File: config.mk
export PLATFORM = sky130hd
export DESIGN_NAME = lsu_ctrl
export DESIGN_NICKNAME = d
export VERILOG_FILES = /design/src/rtl/typedefs_pkg.sv /design/src/rtl/lsu_ctrl_load_extender.sv /design/src/rtl/lsu_ctrl.sv
export SDC_FILE = /design/constraint.sdc
export NUM_CORES = 1
export LEC_CHECK = 0
export ABC_AREA = 1
export CORE_MARGIN = 5
export CORE_UTILIZATION = 42
export DETAILED_ROUTE_END_ITERATION = 6
export GPL_TIMING_DRIVEN = 0
export PLACE_DENSITY = 0.87
export SYNTH_ARGS = -nofsm -noshare
export SYNTH_HDL_FRONTEND = slang
export SYNTH_HIERARCHICAL = 1
export SYNTH_SLANG_ARGS = --single-unit
File: constraint.sdc
create_clock -name clk -period 1.8 [get_ports clk]
set_input_delay 0.45 -clock clk [delete_from_list [all_inputs] [get_ports clk]]
set_output_delay 0.45 -clock clk [all_outputs]
set_load 0.01 [all_outputs]
File: src/rtl/typedefs_pkg.sv
// Shared types and funct3 encodings for the load/store sequencer.
// access_error() holds the legality rules so the FSM stays readable.
package typedefs_pkg;

  typedef enum logic [1:0] {IDLE, REQ, WAIT, RSP} lsu_state_t;

  localparam logic [2:0] F3_LB  = 3'd0;
  localparam logic [2:0] F3_LH  = 3'd1;
  localparam logic [2:0] F3_LW  = 3'd2;
  localparam logic [2:0] F3_LBU = 3'd4;
  localparam logic [2:0] F3_LHU = 3'd5;
  localparam logic [2:0] F3_SB  = 3'd0;
  localparam logic [2:0] F3_SH  = 3'd1;
  localparam logic [2:0] F3_SW  = 3'd2;

  // Stores only know sb/sh/sw; loads reject 3, 6 and 7. Size is funct3[1:0].
  function automatic logic access_error(input logic we, input logic [2:0] funct3,
                                        input logic [1:0] addr_lo);
    logic bad_f3;
    logic misaligned;
    bad_f3     = we ? (funct3 > F3_SW) : ((funct3 == 3'd3) || (funct3 > F3_LHU));
    misaligned = ((funct3[1:0] == 2'd1) && addr_lo[0]) ||
                 ((funct3[1:0] == 2'd2) && (addr_lo != 2'b00));
    return bad_f3 || misaligned;
  endfunction

endpackage

File: src/rtl/lsu_ctrl_load_extender.sv
// Sign/zero extension of an already lane-shifted load word.
// Byte/half results come from the low bits of the word.
module load_extender
  import typedefs_pkg::*;
(
  input  logic [31:0] word,
  input  logic [2:0]  funct3,
  output logic [31:0] result
);

  always_comb begin
    result = word;
    case (funct3)
      F3_LB:   result = {{24{word[7]}}, word[7:0]};
      F3_LH:   result = {{16{word[15]}}, word[15:0]};
      F3_LW:   result = word;
      F3_LBU:  result = {24'd0, word[7:0]};
      F3_LHU:  result = {16'd0, word[15:0]};
      default: result = word;
    endcase
  end

endmodule

File: src/rtl/lsu_ctrl.sv
// Load/store sequencer: validates a core request, drives the memory req/gnt/rvalid
// handshake with a timeout, and returns extended load data to the core.
module lsu_ctrl
  import typedefs_pkg::*;
#(
  parameter int DWIDTH  = 32,
  parameter int TIMEOUT = 255
) (
  input  logic              clk,
  input  logic              rst_n,
  input  logic              req_valid,
  output logic              req_ready,
  input  logic              req_we,
  input  logic [2:0]        req_funct3,
  input  logic [DWIDTH-1:0] req_addr,
  input  logic [DWIDTH-1:0] req_wdata,
  output logic              mem_req,
  input  logic              mem_gnt,
  output logic [DWIDTH-1:0] mem_addr,
  output logic              mem_we,
  output logic [3:0]        mem_be,
  output logic [DWIDTH-1:0] mem_wdata,
  input  logic              mem_rvalid,
  input  logic [DWIDTH-1:0] mem_rdata,
  output logic              rsp_valid,
  input  logic              rsp_ready,
  output logic [DWIDTH-1:0] rsp_rdata,
  output logic              rsp_err
);

  localparam int CW = $clog2(TIMEOUT + 1);

  if (DWIDTH != 32) begin : g_bad_dwidth
    $error("lsu_ctrl supports DWIDTH=32 only");
  end
  if (TIMEOUT < 2) begin : g_bad_timeout
    $error("lsu_ctrl requires TIMEOUT >= 2");
  end

  lsu_state_t        state_reg;
  logic              we_reg;
  logic [2:0]        f3_reg;
  logic [DWIDTH-1:0] addr_reg;
  logic [DWIDTH-1:0] wdata_reg;
  logic [DWIDTH-1:0] rdata_reg;
  logic              err_reg;
  logic [CW-1:0]     cnt_reg;

  logic [DWIDTH-1:0] shifted;
  logic [DWIDTH-1:0] ext_data;
  logic [3:0]        be;
  logic [DWIDTH-1:0] wdata_lanes;
  logic              timeout_hit;

  assign shifted     = mem_rdata >> {addr_reg[1:0], 3'b000};
  assign timeout_hit = (cnt_reg >= CW'(TIMEOUT - 1));

  load_extender u_ext (
    .word   (shifted),
    .funct3 (f3_reg),
    .result (ext_data)
  );

  always_comb begin
    be          = 4'b0000;
    wdata_lanes = wdata_reg;
    case (f3_reg)
      F3_SB: begin
        be          = 4'b0001 << addr_reg[1:0];
        wdata_lanes = {4{wdata_reg[7:0]}};
      end
      F3_SH: begin
        be          = addr_reg[1] ? 4'b1100 : 4'b0011;
        wdata_lanes = {2{wdata_reg[15:0]}};
      end
      F3_SW:   be = 4'b1111;
      default: be = 4'b0000;
    endcase
    // Loads never assert byte enables.
    if (!we_reg) be = 4'b0000;
  end

  assign req_ready = (state_reg == IDLE);
  assign mem_req   = (state_reg == REQ);
  assign mem_addr  = {addr_reg[DWIDTH-1:2], 2'b00};
  assign mem_we    = we_reg;
  assign mem_be    = be;
  assign mem_wdata = wdata_lanes;
  assign rsp_valid = (state_reg == RSP);
  assign rsp_rdata = rdata_reg;
  assign rsp_err   = err_reg;

  always_ff @(posedge clk or negedge rst_n) begin
    if (!rst_n) begin
      state_reg <= IDLE;
      we_reg    <= 1'b0;
      f3_reg    <= 3'd0;
      addr_reg  <= '0;
      wdata_reg <= '0;
      rdata_reg <= '0;
      err_reg   <= 1'b0;
      cnt_reg   <= '0;
    end else begin
      case (state_reg)
        IDLE: begin
          if (req_valid) begin
            we_reg    <= req_we;
            f3_reg    <= req_funct3;
            addr_reg  <= req_addr;
            wdata_reg <= req_wdata;
            rdata_reg <= '0;
            cnt_reg   <= '0;
            if (access_error(req_we, req_funct3, req_addr[1:0])) begin
              err_reg   <= 1'b1;
              state_reg <= RSP;
            end else begin
              err_reg   <= 1'b0;
              state_reg <= REQ;
            end
          end
        end
        REQ: begin
          // A grant in the timeout cycle still wins.
          if (mem_gnt) begin
            cnt_reg   <= cnt_reg + CW'(1);
            state_reg <= WAIT;
          end else if (timeout_hit) begin
            err_reg   <= 1'b1;
            state_reg <= RSP;
          end else begin
            cnt_reg <= cnt_reg + CW'(1);
          end
        end
        WAIT: begin
          if (mem_rvalid) begin
            rdata_reg <= we_reg ? '0 : ext_data;
            state_reg <= RSP;
          end else if (timeout_hit) begin
            err_reg   <= 1'b1;
            state_reg <= RSP;
          end else begin
            cnt_reg <= cnt_reg + CW'(1);
          end
        end
        RSP: begin
          if (rsp_ready) state_reg <= IDLE;
        end
        default: state_reg <= IDLE;
      endcase
    end
  end

endmodule

; Word level (Yosys, flattened, before mapping)
; Cells that the tools add are included.
[op_classes]
shifts = 2
order_cmp = 3
muxes = 28
n_eq_ne = 15
n_reduce_logical = 15
add_sub_neg = 1
[ops]
columns = cell, count
row1 = $pmux 32 s2, 2
row2 = $pmux 32 s4, 1
row3 = $mux 32, 3
row4 = $mux 8, 4
row5 = $shr 32x5->32, 1
row6 = $pmux 8 s3, 1
row7 = $mux 2, 6
row8 = $pmux 4 s3, 1
row9 = $add 8x1->8 const B, 1
row10 = $ge 8x8->1 const B, 1
row11 = $mux 4, 2
row12 = $ne 2x2->1 const B, 4
row13 = $pmux 2 s4, 1
row14 = $eq 2x2->1 const B, 3
row15 = $eq 3x2->1 const B, 2
row16 = $eq 3x3->1 const B, 2
row17 = $mux 1, 6
row18 = $reduce_and 3->1, 2
row19 = $eq 2x1->1 const B, 2
row20 = $reduce_and 2->1, 2
row21 = $reduce_and 4->1, 1
row22 = $reduce_bool 2->1, 2
row23 = $shl 1x2->4 const A, 1
row24 = $eq 3x1->1 const B, 1
row25 = other kinds (9), 12
[word_totals]
inputBits = 106
regBits = 111

; Logic depth before layout (Yosys ltp)
[logic_depth]
ltp_word = 7
depth_mapped = 10
depth_no_buf = 10

; By module
; Netlist, hierarchy kept.
[modules_own_cells]
columns = module, area_each_um2, seq_area_each_um2, n_inst, cells_per_inst
row1 = lsu_ctrl, 5968.2, 2777.7, 1, 679
row2 = load_extender, 389.1, 0.0, 1, 70

; Worst setup path after synthesis
; OpenSTA, ideal clock, no wires.
[synth_timing]
kind = flip-flop to flip-flop
start = reg addr_reg[1]
end = reg rdata_reg[17], in the netlist rsp_rdata[17]
stages_incl_launch_ff = 10
required_ns = 1.717
synth_period_minus_slack_ns = 1.819
t_arrival_ns = 1.736
path_slack_ns = -0.019
path_buffers = 3
path_cell_list = dfrtp_1 or2_2 clkbuf_1 buf_2 o211ai_1 nand3_4 buf_6 nand3_1 nand3_1 o21ai_0
[synth_via]
elab_chain_cells = 5
[synth_lines]
columns = element, line_no
row1 = from (decl), lsu_ctrl.sv:43  ; logic [DWIDTH-1:0] addr_reg;
row2 = from (signal assigned), lsu_ctrl.sv:109  ; addr_reg <= req_addr;
row3 = $shr 32x5->32, lsu_ctrl.sv:55  ; assign shifted = mem_rdata >> {addr_reg[1:0], 3'b000};
row4 = net shifted[15], lsu_ctrl.sv:49  ; logic [DWIDTH-1:0] shifted;
row5 = $pmux 32 s4, lsu_ctrl_load_extender.sv:13  ; case (funct3)
row6 = net ext_data[17], lsu_ctrl.sv:50  ; logic [DWIDTH-1:0] ext_data;
row7 = $mux 32, lsu_ctrl.sv:136  ; rdata_reg <= we_reg ? '0 : ext_data;
row8 = $mux 32, lsu_ctrl.sv:135  ; if (mem_rvalid) begin
row9 = $pmux 32 s2, lsu_ctrl.sv:104  ; case (state_reg)
row10 = to (signal assigned), lsu_ctrl.sv:136
row11 = to (decl), lsu_ctrl.sv:45  ; logic [DWIDTH-1:0] rdata_reg;
; The timed path passes the listed nets, and every way through them passes these cells. The select of a mux whose other input is x is not followed.
; A chain may end at the register's enable or synchronous reset.

; Final worst setup path
[layout_timing]
start = reg f3_reg[1]
end = out mem_be[2]
[layout_via]
elab_chain_cells = 3
word_cells_on_any_way = 5
[layout_lines]
columns = element, line_no
row1 = from (decl), lsu_ctrl.sv:42  ; logic [2:0] f3_reg;
row2 = from (signal assigned), lsu_ctrl.sv:108  ; f3_reg <= req_funct3;
row3 = $eq 3x2->1 (tied with other cells), lsu_ctrl.sv:67  ; case (f3_reg)
row4 = $pmux 4 s3 *, lsu_ctrl.sv:67
row5 = $mux 4 *, lsu_ctrl.sv:80  ; if (!we_reg) be = 4'b0000;
row6 = to (decl), lsu_ctrl.sv:21  ; output logic [3:0] mem_be,
; Mark *: on every way between the ends. The rest lies on a longest branch, timed or not.

==> out/results.txt <==
Status: finished, violations left
Failing checks: setup timing
1st-iter DRT viols: 820
Most frequent cells in the layout: nand2_1, clkdlybuf4s50_1, dfrtp_1, inv_1, buf_4
Critical-path cell list: nor2_4 -> inv_4 -> nor2_4 -> buf_6 -> buf_4 -> a21oi_1 -> nor2_1 -> buf_2
Critical Path Sink Type: output port
Syn Inst Count: 749
Vias: 6198
CTS clk-pin slew, worst paths: 0.08 ns
Synth warn: 6
CTS H-tree depth: 3
Largest net degree at the start of global routing: 69
Hold_ws: 0.0895 ns
Min-delay worst type: input pin to asynchronous set/reset pin
Post-DR wirelength/cell: 16.5 um
Final hold violations: 0
Max-Cap Viols: 0
Initial Util: 0.423
Row count: 45
Commonest non-fill, non-tap cell in the layout: nand2_1
Placer Congestion: 1.00
Final min period: 2.14 ns
Initial DRT Pass Iterations: 5
RSZ-0062 raised after global routing: true
Least-Margin Pin Slew: 0.595 ns
Core area: 15000 sq um
Clock power share: 0.117
DRC Markers: 0
Overall power: 16.7 mW
Family with the most delay on the worst path: buffers and inverters
Sequential cell area fraction in the yosys report: 0.437
Worst Path Arrival: 1.69 ns
Post-Layout Cell Count: 1204
Max VDD drop: 0.910 mV
Critical path's most frequent cell: nor2_4
WS Path Type: register to output port
Sequential power share: 0.249
Maximum net fanout on the critical path: 3
IO buf count: 208
Post-DP HPWL: 14600 um
Worst path bufs/invs: 4
Antenna violations before repair: 0
Synth Cell Area: 6360 sq um
Fmax achieved: 467 MHz
CTS tree: yes
PD cells: 1750 nW/um^2
Pins Over Slew Limit: 0
Clk_lat worst skew: 0.35 ns
Multi-input gate area: 2860 sq um
Num ports: 211
Final Skew: 0.00840 ns
Syn avg cell area: 8.49 sq um
Die height: 133 um
Die area: 17700 sq um
Internal: 9.84 mW
Slowest CP cell: dfrtp_2
Vias per cell: 5.15
Die X: 133 um
Net count, final: 1123
CTS max path bufs: 2
Clock Sinks: 111
Synth area leader: dfrtp_1
Largest stage delay on the critical path: 0.43 ns
FF+latch count, synth: 111
Lkg Pwr: 4.70 nW
Share of layout cells above drive strength 1: 0.285
Unique masters post-synth: 33
Placed Cells: 1147
Worst setup margin: -0.341 ns
WL final: 19800 um
FF/Latch Area: 2780 sq um
Final Cycle Share: 1.19
Clock buffer count from CTS: 9
Sw Share: 0.410
Clock Tree Root: clkbuf_16
Final setup violation count: 33
First-pass GRT wire length: 30300 um
Vias in the first global route: 6097
Final antenna-violating net count: 0
Layout area overhead: 50.3%
Filler cells: 1258
Post-synth top area share: 0.437
Post-Place Setup Slack: -0.789 ns
Cts hold-fix bufs: 0
Gate power share: 0.634
Worst setup SP type: register
Tot GR Track Use: 0.213
Sw Pwr: 6.85 mW
Gr ovfl total: 0
Relative slew slack: 0.603
Area contributors post-synth: dfrtp_1, mux2_2, nand2_1
Crit path required time: 1.35 ns
Ant diodes: 0
==> metal layers <==
layer | up-vias | global-route usage | share of wire
met2 | 324 | 0.360 | 0.48
met3 | 58 | 0.0715 | 0.10
met1 | 2922 | 0.251 | 0.39
met4 | 0 | 0.0808 | 0.037
met5 | - | 0 | 0
li1 | 2894 | - | -
==> cells in the mapped netlist, drive strengths merged <==
master	n
o21ai	54
nor3	1
or2	1
mux2	59
ha	6
o211ai	13
a21oi	12
nand3b	1
o21a	8
nor2	46
o221ai	8
dfrtp	111
a21boi	1
a22oi	1
nand3	79
inv	100
nand2	165
buf	73
conb	1
o21bai	1
clkbuf	8
==> worst reg2reg max path, cell delays in order, from the launching register on <==
cell	delay, ns
dfrtp_1	0.40
or2_4	0.29
buf_8	0.15
o211ai_1	0.21
buf_4	0.18
nand3_4	0.12
buf_6	0.18
nand3_2	0.06
nand3_1	0.08
o21ai_1	0.08
==> path summary, 6_finish.rpt <==
kind,from,to,slack (ns),cells after the start
worst max register to register,addr_reg[0],rsp_rdata[18],-0.01,9
worst min register to register,addr_reg[11],addr_reg[11],0.50,1
max in group asynchronous,rst_n,f3_reg[0],0.95,2
worst min-delay path,rst_n,rsp_rdata[23],0.09,1
min in group clk,addr_reg[11],addr_reg[11],0.50,1
worst max-delay path,f3_reg[1],mem_be[2],-0.34,8
==> timing repair <==
| item | CTS | global route |
|---|---|---|
| resized for setup | 202 | 87 |
| pin swaps | 4 | 18 |
| setup endpoints to repair | 92 | 78 |
| buffers inserted | 23 | 16 |
| cloned | 0 | 3 |
==> logic make-up (layout without fill, tap and decap cells) <==
family | after synthesis | in the layout | synth area share
buffers and inverters | 181 | 447 | 0.151
muxes | 59 | 59 | 0.105
and+or+nand+nor | 293 | 293 | 0.202
AOI/OAI and AO/OA | 98 | 98 | 0.0931
other | 1 | 2 | 0.000590
adders and majority gates | 6 | 6 | 0.0118
DFF | 111 | 111 | 0.437
==> power by group through the flow <==
stage / clock network [mW] / logic (mW) / registers [mW]
global placement: 0 / 9.35 / 4.21
CTS: 2.02 / 9.69 / 4.17
detailed placement: 0 / 9.50 / 4.27
finish: 1.96 / 10.6 / 4.15
global route: 2.11 / 11.4 / 4.28
floorplan: 0 / 5.50 / 4.16
==> metrics by stage <==
step	cell area [sq um]	TNS, ns	utilization
after floorplan	6380	0	-
after global placement	8690	-475.59	0.578
after detailed placement	8720	-33.71	0.580
after CTS	9160	-9.58	0.609
after global routing	9560	-10.03	0.636
final	9560	-6.60	0.636
==> final cells by class <==
cell class / count / area share
Sequential cell: 111 / 0.291
Buffer: 80 / 0.0673
Timing Repair Buffer: 251 / 0.247
Clock inverter: 5 / 0.00419
Multi-Input combinational cell: 458 / 0.299
Inverter: 100 / 0.0401
Clock buffer: 11 / 0.0264
Tap cell: 188 / 0.0246
No activity file was read; power rests on OpenSTA's default activity.
